## config.mk

```make
export PLATFORM = sky130hd
export DESIGN_NAME = imem_loader
export DESIGN_NICKNAME = d
export VERILOG_FILES = /design/src/rtl/imem_loader.sv
export SDC_FILE = /design/constraint.sdc
export NUM_CORES = 1
export LEC_CHECK = 0
export ABC_AREA = 1
export ABC_CLOCK_PERIOD_IN_PS = 2200
export BUFFER_PORTS_ARGS = -buffer_cell sky130_fd_sc_hd__buf_2
export CAP_MARGIN = 30
export CORE_MARGIN = 5
export CORE_UTILIZATION = 57
export DETAILED_ROUTE_END_ITERATION = 8
export GPL_TIMING_DRIVEN = 0
export PLACE_DENSITY_LB_ADDON = 0.1
export SKIP_CTS_REPAIR_TIMING = 1
export SLEW_MARGIN = 20
export SYNTH_ARGS = -nofsm -noshare
export SYNTH_HDL_FRONTEND = slang
export SYNTH_SLANG_ARGS = --single-unit
export TNS_END_PERCENT = 100
```

## constraint.sdc

```tcl
create_clock -name clk_i -period 2.2 [get_ports clk_i]
set_input_delay 0.33 -clock clk_i [delete_from_list [all_inputs] [get_ports clk_i]]
set_output_delay 0.33 -clock clk_i [all_outputs]
set_load 0.02 [all_outputs]
```

## src/rtl/imem_loader.sv

```systemverilog
// imem_loader: boot-time program loader in front of the instruction memory.
//
// Accepts a framed byte stream on a valid/ready interface:
//   header byte N (word count, 1..DEPTH_WORDS), 4*N payload bytes (LSB first per word),
//   then one checksum byte equal to the XOR of all payload bytes.
// Assembled 32-bit words are written sequentially from word address 0. The processor is
// held in reset (core_rst_o low) until a complete frame with a matching checksum is loaded.
//
// Ports:
//   clk_i         clock, rising edge
//   rst_ni        asynchronous active-low reset
//   start_i       begin a load (honoured only when idle, done or in error)
//   in_valid_i    byte-stream valid
//   in_data_i     byte-stream data
//   in_ready_o    loader accepts a byte this cycle (pure state decode)
//   imem_we_o     instruction memory write strobe, one cycle per word
//   imem_addr_o   instruction memory word address
//   imem_wdata_o  instruction word
//   core_rst_o    active-low processor reset, released only after a good load
//   busy_o        load in progress
//   done_o        last load succeeded
//   err_o         last load failed
module imem_loader #(
  parameter int unsigned DEPTH_WORDS = 64,
  parameter int unsigned ADDR_W      = 6
) (
  input  logic              clk_i,
  input  logic              rst_ni,
  input  logic              start_i,
  input  logic              in_valid_i,
  input  logic [7:0]        in_data_i,
  output logic              in_ready_o,
  output logic              imem_we_o,
  output logic [ADDR_W-1:0] imem_addr_o,
  output logic [31:0]       imem_wdata_o,
  output logic              core_rst_o,
  output logic              busy_o,
  output logic              done_o,
  output logic              err_o
);

  localparam int unsigned CntW = ADDR_W + 1;

  typedef enum logic [2:0] {
    StIdle,
    StHdr,
    StData,
    StCsum,
    StDone,
    StErr
  } state_e;

  state_e              state_q, state_d;
  logic [7:0]          n_q, n_d;          // frame word count from the header
  logic [CntW-1:0]     wcnt_q, wcnt_d;    // words written so far
  logic [1:0]          bcnt_q, bcnt_d;    // byte position within the current word
  logic [7:0]          acc_q, acc_d;      // running XOR of payload bytes
  logic [23:0]         wbuf_q, wbuf_d;    // bytes 0..2 of the word being assembled
  logic                we_q, we_d;
  logic [ADDR_W-1:0]   addr_q, addr_d;
  logic [31:0]         wdata_q, wdata_d;

  logic accept;
  logic hdr_bad;
  logic last_word;

  // Outputs are decodes of registered state, so they never depend on in_valid_i.
  assign in_ready_o   = (state_q == StHdr) || (state_q == StData) || (state_q == StCsum);
  assign busy_o       = in_ready_o;
  assign done_o       = (state_q == StDone);
  assign err_o        = (state_q == StErr);
  assign core_rst_o   = (state_q == StDone);
  assign imem_we_o    = we_q;
  assign imem_addr_o  = addr_q;
  assign imem_wdata_o = wdata_q;

  assign accept    = in_valid_i && in_ready_o;
  assign hdr_bad   = (in_data_i == 8'd0) || (32'(in_data_i) > DEPTH_WORDS);
  // The word completing now is the final one of the frame.
  assign last_word = (32'(wcnt_q) + 32'd1) == 32'(n_q);

  always_comb begin
    state_d = state_q;
    n_d     = n_q;
    wcnt_d  = wcnt_q;
    bcnt_d  = bcnt_q;
    acc_d   = acc_q;
    wbuf_d  = wbuf_q;
    we_d    = 1'b0;
    addr_d  = addr_q;
    wdata_d = wdata_q;

    unique case (state_q)
      StIdle, StDone, StErr: begin
        if (start_i) begin
          state_d = StHdr;
        end
      end

      StHdr: begin
        if (accept) begin
          if (hdr_bad) begin
            state_d = StErr;
          end else begin
            n_d     = in_data_i;
            wcnt_d  = '0;
            bcnt_d  = '0;
            acc_d   = '0;
            state_d = StData;
          end
        end
      end

      StData: begin
        if (accept) begin
          acc_d  = acc_q ^ in_data_i;
          bcnt_d = bcnt_q + 2'd1;
          unique case (bcnt_q)
            2'd0: wbuf_d[7:0]   = in_data_i;
            2'd1: wbuf_d[15:8]  = in_data_i;
            2'd2: wbuf_d[23:16] = in_data_i;
            2'd3: begin
              // Byte 3 goes straight into the write register alongside the buffered bytes.
              we_d    = 1'b1;
              addr_d  = wcnt_q[ADDR_W-1:0];
              wdata_d = {in_data_i, wbuf_q};
              wcnt_d  = wcnt_q + 1'b1;
              if (last_word) begin
                state_d = StCsum;
              end
            end
            default: ;
          endcase
        end
      end

      StCsum: begin
        if (accept) begin
          state_d = (in_data_i == acc_q) ? StDone : StErr;
        end
      end

      default: state_d = StIdle;
    endcase
  end

  always_ff @(posedge clk_i or negedge rst_ni) begin
    if (!rst_ni) begin
      state_q <= StIdle;
      n_q     <= '0;
      wcnt_q  <= '0;
      bcnt_q  <= '0;
      acc_q   <= '0;
      wbuf_q  <= '0;
      we_q    <= 1'b0;
      addr_q  <= '0;
      wdata_q <= '0;
    end else begin
      state_q <= state_d;
      n_q     <= n_d;
      wcnt_q  <= wcnt_d;
      bcnt_q  <= bcnt_d;
      acc_q   <= acc_d;
      wbuf_q  <= wbuf_d;
      we_q    <= we_d;
      addr_q  <= addr_d;
      wdata_q <= wdata_d;
    end
  end

endmodule

```

==> metrics.txt, run 1 <==
clock tree from TritonCTS yes; worst-case clock buffer depth 2; worst setup skew after layout 0.0114 ns; type of the most critical hold path primary input to asynchronous set/reset pin; largest net degree at the start of global routing 49; count of unresolved DRC violations after routing 0; Reg2Reg Launch Point wcnt_q[0]; critical path start-end classification register to register; most common library cell in the layout ignoring fill and taps sky130_fd_sc_hd__nand2_1; transition time at the pin with the least slew margin 0.612 ns; Syn Std Cell Area 0.00402 sq mm; number of synthesized register bits 91; RePlAce Congestion 0.883; Lkg Pwr approximately 2.6 nW; core region area 0.00683 sq mm; final core utilization 67.9%; antenna violations before repair 0; Vias/cell 5.09; endpoint of the lowest-slack register-to-register path state_q[1]; synthesized area per cell between 8 and 9 sq um; clock latency reported for the late side of the worst-skew pair 0.36 ns; clock buffers created by TritonCTS 9; post-layout min period a little under 2 ns; worst-case headroom to the max-slew limit 59.2%; Worst R2R Setup Slack between 0.2 and 0.3 ns; count of final hold-check violations 47; outcome complete, but fails checks; proportion of layout cells with a drive suffix above 1 approximately a fifth; vias in the first global route between 3000 and 4000; flip-flop and latch area 0.00228 sq mm; violations in the final reports negative hold slack; maximum net fanout on the critical path 7; fin. max-slew vios 0; Worst setup SP type register; sum of negative setup slack 0 ns; number of sinks on the clock net 91; growth of design area from synthesis to finish 15.4%; die area 0.00884 sq mm; global-route wire length before repair 14900 um; drt first-iter violations about 190; critical path data arrival time 2.20 ns; master cell of the clock root buffer sky130_fd_sc_hd__clkbuf_8; row cnt 30; setup-violating endpoint count in the final report 0; data required time at the worst endpoint 2.46 ns; cell type with the highest aggregate area in the netlist sky130_fd_sc_hd__dfrtp_1; vertical die dimension 94.0 um; top cells by area in the synthesized netlist sky130_fd_sc_hd__dfrtp_1, sky130_fd_sc_hd__nand2_1, sky130_fd_sc_hd__o21ai_0; library cells used by synthesis 25; post-synthesis cell count 459; Routed Wire Length 8710 um; share of the synthesized area in the top cell type 56.6%; timing-limited maximum frequency 0.513 GHz; highest ir drop seen on vdd about 0.61 mV; final antenna-violating net count 0; # port buffers between 50 and 60; total of fill cells in the finished design between 500 and 600; GRT Overall Usage 22.1%; total number of yosys warnings 0; Multi-input gate area 0.00151 sq mm; post-CTS clock slew at the launch and capture registers of the worst setup and hold paths 0.09 ns; series of cell instances along the critical path ha_1 -> inv_1 -> nor2_1 -> nand2_1 -> nand3b_1 -> nand3_1 -> nor2_1 -> nand3_1 -> nand2_1 -> nand2_1 -> nor2_1 -> nand2_1; final-stage net count 543; share of the yosys chip area belonging to registers 56.6%; cell at the slowest stage of the critical path sky130_fd_sc_hd__dfrtp_1; top-level port count 56; Via Count 3189; total grt overflow 0; highest-count cells in the layout ignoring fill and taps sky130_fd_sc_hd__nand2_1, sky130_fd_sc_hd__dfrtp_1, sky130_fd_sc_hd__buf_2; number of diodes 0; cell area power density 1090 mW/mm^2; number of cells traversed by the worst register-to-register path 12; number of detailed-routing iterations run before antenna repair 4; average wire per cell in the routed design roughly 14 um; Crit path top cell by count sky130_fd_sc_hd__nand2_1; Worst Setup End Kind register; Maximum Capacitance Violations 0; final worst-path cycle share approximately nine tenths; Initial Utilization 58.9%; net count after synthesis ~480; Crit path largest cell delay 0.50 ns; post-detail-place hpwl between 6000 and 7000 um; width of the chip 94.0 um; number of H-tree branching levels 3; unrepaired setup endpoints after global routing false; Fin Hold WS -0.0150 ns
[power by group]
part / leakage, nW / internal [mW] / switching [mW]
Combinational: 1.24 / 0.544 / 0.846
Clock: 0.100 / 0.563 / 0.597
Sequential: 1.21 / 2.15 / 0.350
Total: 2.56 / 3.25 / 1.79
[cell families after synthesis]
logic type	after synthesis	share of synthesized area, %
flip-flops	91	56.6
AND/OR/NAND/NOR	245	24.8
adder cells (fa/ha/maj)	5	1.56
XOR/XNOR	10	2.18
AO/OA/AOI/OAI	62	9.05
buffers and inverters	46	5.76
[critical path, delay by kind of cell, from the launching register on]
kind          cells  cell delay [ns]
buf+inv           1             0.06
flops             1             0.50
fa+ha+maj         1             0.24
simple gates     10             1.03
[metal layers]
| layer | global-route usage [%] | share of wire, % | vias to the layer above |
|---|---|---|---|
| met1 | 31.1 | 46 | 1507 |
| met4 | 7.94 | 2.0 | 0 |
| met3 | 4.25 | 5.1 | 15 |
| li1 | - | - | 1585 |
| met2 | 34.1 | 47 | 82 |
| met5 | 0 | 0 | - |
[cell usage after synthesis]
library cell / instances
sky130_fd_sc_hd__o21a_1: 1
sky130_fd_sc_hd__buf_4: 3
sky130_fd_sc_hd__xor2_1: 3
sky130_fd_sc_hd__nor2_1: 18
sky130_fd_sc_hd__a21oi_1: 3
sky130_fd_sc_hd__nor2_4: 1
sky130_fd_sc_hd__nand3b_1: 3
sky130_fd_sc_hd__nor3_4: 1
sky130_fd_sc_hd__inv_2: 4
sky130_fd_sc_hd__o21ai_2: 12
sky130_fd_sc_hd__buf_2: 2
sky130_fd_sc_hd__dfrtp_1: 91
sky130_fd_sc_hd__ha_1: 5
sky130_fd_sc_hd__clkbuf_1: 3
sky130_fd_sc_hd__o21ai_0: 43
sky130_fd_sc_hd__inv_1: 28
sky130_fd_sc_hd__o22ai_1: 1
sky130_fd_sc_hd__nand4_1: 4
sky130_fd_sc_hd__nand3_1: 17
sky130_fd_sc_hd__buf_6: 6
sky130_fd_sc_hd__o21bai_1: 1
sky130_fd_sc_hd__o31ai_1: 1
sky130_fd_sc_hd__nand2_1: 200
sky130_fd_sc_hd__nor2_8: 1
sky130_fd_sc_hd__xnor2_1: 7
[metrics by stage]
step | instances | setup slack, ns | power, mW | instance area [sq um]
floorplan | 459 | 0.541 | 3.47 | 4020
global placement | 610 | 0.0256 | 3.83 | 4420
detailed placement | 611 | 0.260 | 3.92 | 4440
CTS | 627 | 0.263 | 5.07 | 4640
global route | 627 | 0.0529 | 5.43 | 4640
finish | 627 | 0.252 | 5.05 | 4640
[flip-flops by register name (all words and copies together) (netlist names)]
signal	flops
acc_q	8
imem_we_o	1
state_q	3
wcnt_q	7
bcnt_q	2
n_q	8
imem_addr_o	6
imem_wdata_o	32
wbuf_q	24
[how the worst max path moves through the flow]
stage | endpoint | slack, ns | start
after CTS | state_q[1] | 0.26 | wcnt_q[0]
after global placement | state_q[0] | 0.03 | rst_ni
after detailed placement | acc_q[0] | 0.26 | in_data_i[5]
final | state_q[1] | 0.25 | wcnt_q[0]
after global routing | state_q[1] | 0.05 | wcnt_q[0]
after floorplan | state_q[1] | 0.54 | wcnt_q[0]
[cell type report]
class	count	share of cell area, %
Clock inverter	5	1.29
Buffer	14	2.40
Tap cell	96	2.59
Sequential cell	91	49.1
Clock buffer	11	3.05
Inverter	32	2.59
Timing Repair Buffer	56	6.42
Multi-Input combinational cell	322	32.6
No activity file was read; power rests on OpenSTA's default activity.
==> inputs of run 2 (changes only) <==
- CORE_UTILIZATION: 57 -> 59
- CTS_BUF_LIST: not set -> sky130_fd_sc_hd__clkbuf_8
==> run 2 against run 1 <==
  * The flow now finishes without violations
  * Sequential cell count is the same
  * Sequential share of layout area is 0.19 points higher
  * Critical path depth down 1
  * Cell count is 2.4% lower
  * Core utilization increased by 0.91 points
  * First-iteration DRC count rose by 14%
  * Clock-buffer cell count did not move
  * Non-clock buffer count grew 1
  * Design area fell by 0.32%
  * Sequential power about the same
  * Clock skew decreased by 0.0057 ns
  * Die area is 3.0% lower
  * Critical path type unchanged
  * Highest routed layer unchanged
==> metrics.txt, run 2 (same netlist as run 1, synthesis figures left out) <==
outcome completed (was complete, but fails checks); buffers plus inverters on the worst setup path 0 (was 1); critical path start-end classification register to register (unchanged); sum of negative setup slack 0 ns (unchanged); largest net degree at the start of global routing 56 (was 49); highest ir drop seen on vdd 0.660 mV (was 0.610 mV); cell area power density 1070 mW/mm^2 (was 1090 mW/mm^2); met1 wire length 3920 um (was 3980 um); cell area after placement 0.00443 sq mm (was 0.00444 sq mm); post-detail-place hpwl 6200 um (was 6190 um); worst-case clock buffer depth 2 (unchanged); antenna violations before repair 0 (unchanged); clock tree from TritonCTS yes (unchanged); crit-path leading delay family simple AND/OR/NAND/NOR gates (unchanged); highest metal layer used by the detailed router met4 (unchanged); Maximum Capacitance Violations 0 (unchanged); series of cell instances along the critical path ha_1 -> xnor2_1 -> nand2_1 -> nor2_1 -> nand2_1 -> nor2_1 -> nand3_1 -> nand2_1 -> nand2_1 -> nor2_1 -> nand2_1 (was ha_1 -> inv_1 -> nor2_1 -> nand2_1 -> nand3b_1 -> nand3_1 -> nor2_1 -> nand3_1 -> nand2_1 -> nand2_1 -> nor2_1 -> nand2_1); Crit path largest cell delay 0.48 ns (was 0.50 ns); vias in the first global route 3126 (was 3024); unrepaired setup endpoints after global routing false (unchanged); number of H-tree branching levels 3 (unchanged); critical path data arrival time 2.18 ns (was 2.20 ns); routed wl met2 4290 um (was 4110 um); most common library cell in the layout ignoring fill and taps sky130_fd_sc_hd__nand2_1 (unchanged); fin. max-slew vios 0 (unchanged); Worst Setup End Kind register (unchanged); count of final hold-check violations 0 (was 47); transition time at the pin with the least slew margin 0.512 ns (was 0.612 ns); average wire per cell in the routed design 14.3 um (was 13.9 um); Initial Utilization 59.9% (was 58.9%); Crit path top cell by count sky130_fd_sc_hd__nand2_1 (unchanged); final core utilization 68.8% (was 67.9%); Vias/cell 5.15 (was 5.09); post-layout min period 1.92 ns (was 1.95 ns); Worst setup SP type register (unchanged); clock latency reported for the late side of the worst-skew pair 0.36 ns (about the same); number of sinks on the clock net 91 (unchanged); final worst-path cycle share 87.5% (was 88.6%); maximum net fanout on the critical path 7 (unchanged); Lkg Pwr 2.56 nW (about the same); master cell of the clock root buffer sky130_fd_sc_hd__clkbuf_8 (unchanged); type of the most critical hold path primary input to register (was primary input to asynchronous set/reset pin); clock buffers created by TritonCTS 9 (unchanged); width of the chip 92.6 um (was 94.0 um); fin area 0.00463 sq mm (was 0.00464 sq mm); count of unresolved DRC violations after routing 0 (unchanged); Routed Wire Length 8750 um (was 8710 um); number of diodes 0 (unchanged); timing-limited maximum frequency 0.520 GHz (was 0.513 GHz); data required time at the worst endpoint 2.45 ns (was 2.46 ns); vertical die dimension 92.6 um (was 94.0 um); final-stage net count 544 (was 543); die area 0.00857 sq mm (was 0.00884 sq mm); max reg flops 32 (unchanged); highest-count cells in the layout ignoring fill and taps sky130_fd_sc_hd__nand2_1, sky130_fd_sc_hd__dfrtp_1, sky130_fd_sc_hd__buf_2 (unchanged); top-level port count 56 (unchanged); cell at the slowest stage of the critical path sky130_fd_sc_hd__dfrtp_2 (was sky130_fd_sc_hd__dfrtp_1); worst setup skew after layout 0.00565 ns (was 0.0114 ns); Fin Hold WS 0.302 ns (was -0.0150 ns); number of instances in the placed design 595 (was 611); number of detailed-routing iterations run before antenna repair 4 (unchanged); Via Count 3152 (was 3189); setup-violating endpoint count in the final report 0 (unchanged); global-route wire length before repair 15100 um (was 14900 um); GRT Overall Usage 22.8% (was 22.1%); post-route non-filler standard cell count 612 (was 627); post-CTS clock slew at the launch and capture registers of the worst setup and hold paths 0.09 ns (about the same); growth of design area from synthesis to finish 15.0% (was 15.4%); row cnt 30 (unchanged); core region area 0.00672 sq mm (was 0.00683 sq mm); worst-case headroom to the max-slew limit 65.9% (was 59.2%); drt first-iter violations 222 (was 194); routed length on met3 403 um (was 444 um); total grt overflow 0 (unchanged); RePlAce Congestion 0.861 (was 0.883); # port buffers 55 (unchanged); final antenna-violating net count 0 (unchanged); proportion of layout cells with a drive suffix above 1 19.2% (was 19.0%)
==> run 2: changes by cell type in the layout (fill, tap and decap cells not counted), sizes merged <==
cell	delta
clkinvlp	+1
bufinv	-1
dlygate4sd3	+1
==> run 2: cell type report <==
type | instances | area (sq um)
clock buffers | 11 | 151
clock inverters | 5 | 36.3
inverters | 32 | 120
multi-input cells | 322 | 1510
well taps | 80 | 100
plain buffers | 14 | 111
repair buffers | 57 | 315
fillers | 581 | 2090
flip-flops and latches | 91 | 2280
==> run 2: final timing paths <==
path / cells after the start / end / slack [ns] / from
max: 11 / state_q[1] / 0.28 / wcnt_q[0]
min reg2reg: 2 / imem_wdata_o[21] / 0.47 / imem_wdata_o[21]
min: 4 / acc_q[7] / 0.30 / in_data_i[7]
max reg2reg: 11 / state_q[1] / 0.28 / wcnt_q[0]
min in group asynchronous: 2 / imem_wdata_o[11] / 0.47 / rst_ni
max in group asynchronous: 3 / wcnt_q[0] / 1.10 / rst_ni
==> run 2: layer usage <==
| layer | GRT usage, % | vias to the layer above |
|---|---|---|
| met5 | 0 | - |
| met4 | 8.42 | 0 |
| met3 | 4.63 | 12 |
| met2 | 36.9 | 67 |
| met1 | 30.4 | 1486 |
| li1 | - | 1587 |
==> run 2: power breakdown <==
part	switching (mW)	internal, mW	leakage [nW]
logic	0.846	0.546	1.25
clock network	0.595	0.474	0.0934
registers	0.348	2.15	1.21
==> run 2: worst min-delay path: stages <==
cell	delay (ns)
sky130_fd_sc_hd__buf_2	0.11
sky130_fd_sc_hd__xor2_1	0.08
sky130_fd_sc_hd__nand2_1	0.06
sky130_fd_sc_hd__nand2_1	0.05
==> run 2: per-stage QoR <==
stage               setup WS [ns]  power [mW]
floorplan                   0.541        3.47
global placement           0.0252        3.83
detailed placement          0.224        3.92
CTS                         0.239        4.99
global route               0.0836        5.33
finish                      0.276        4.96
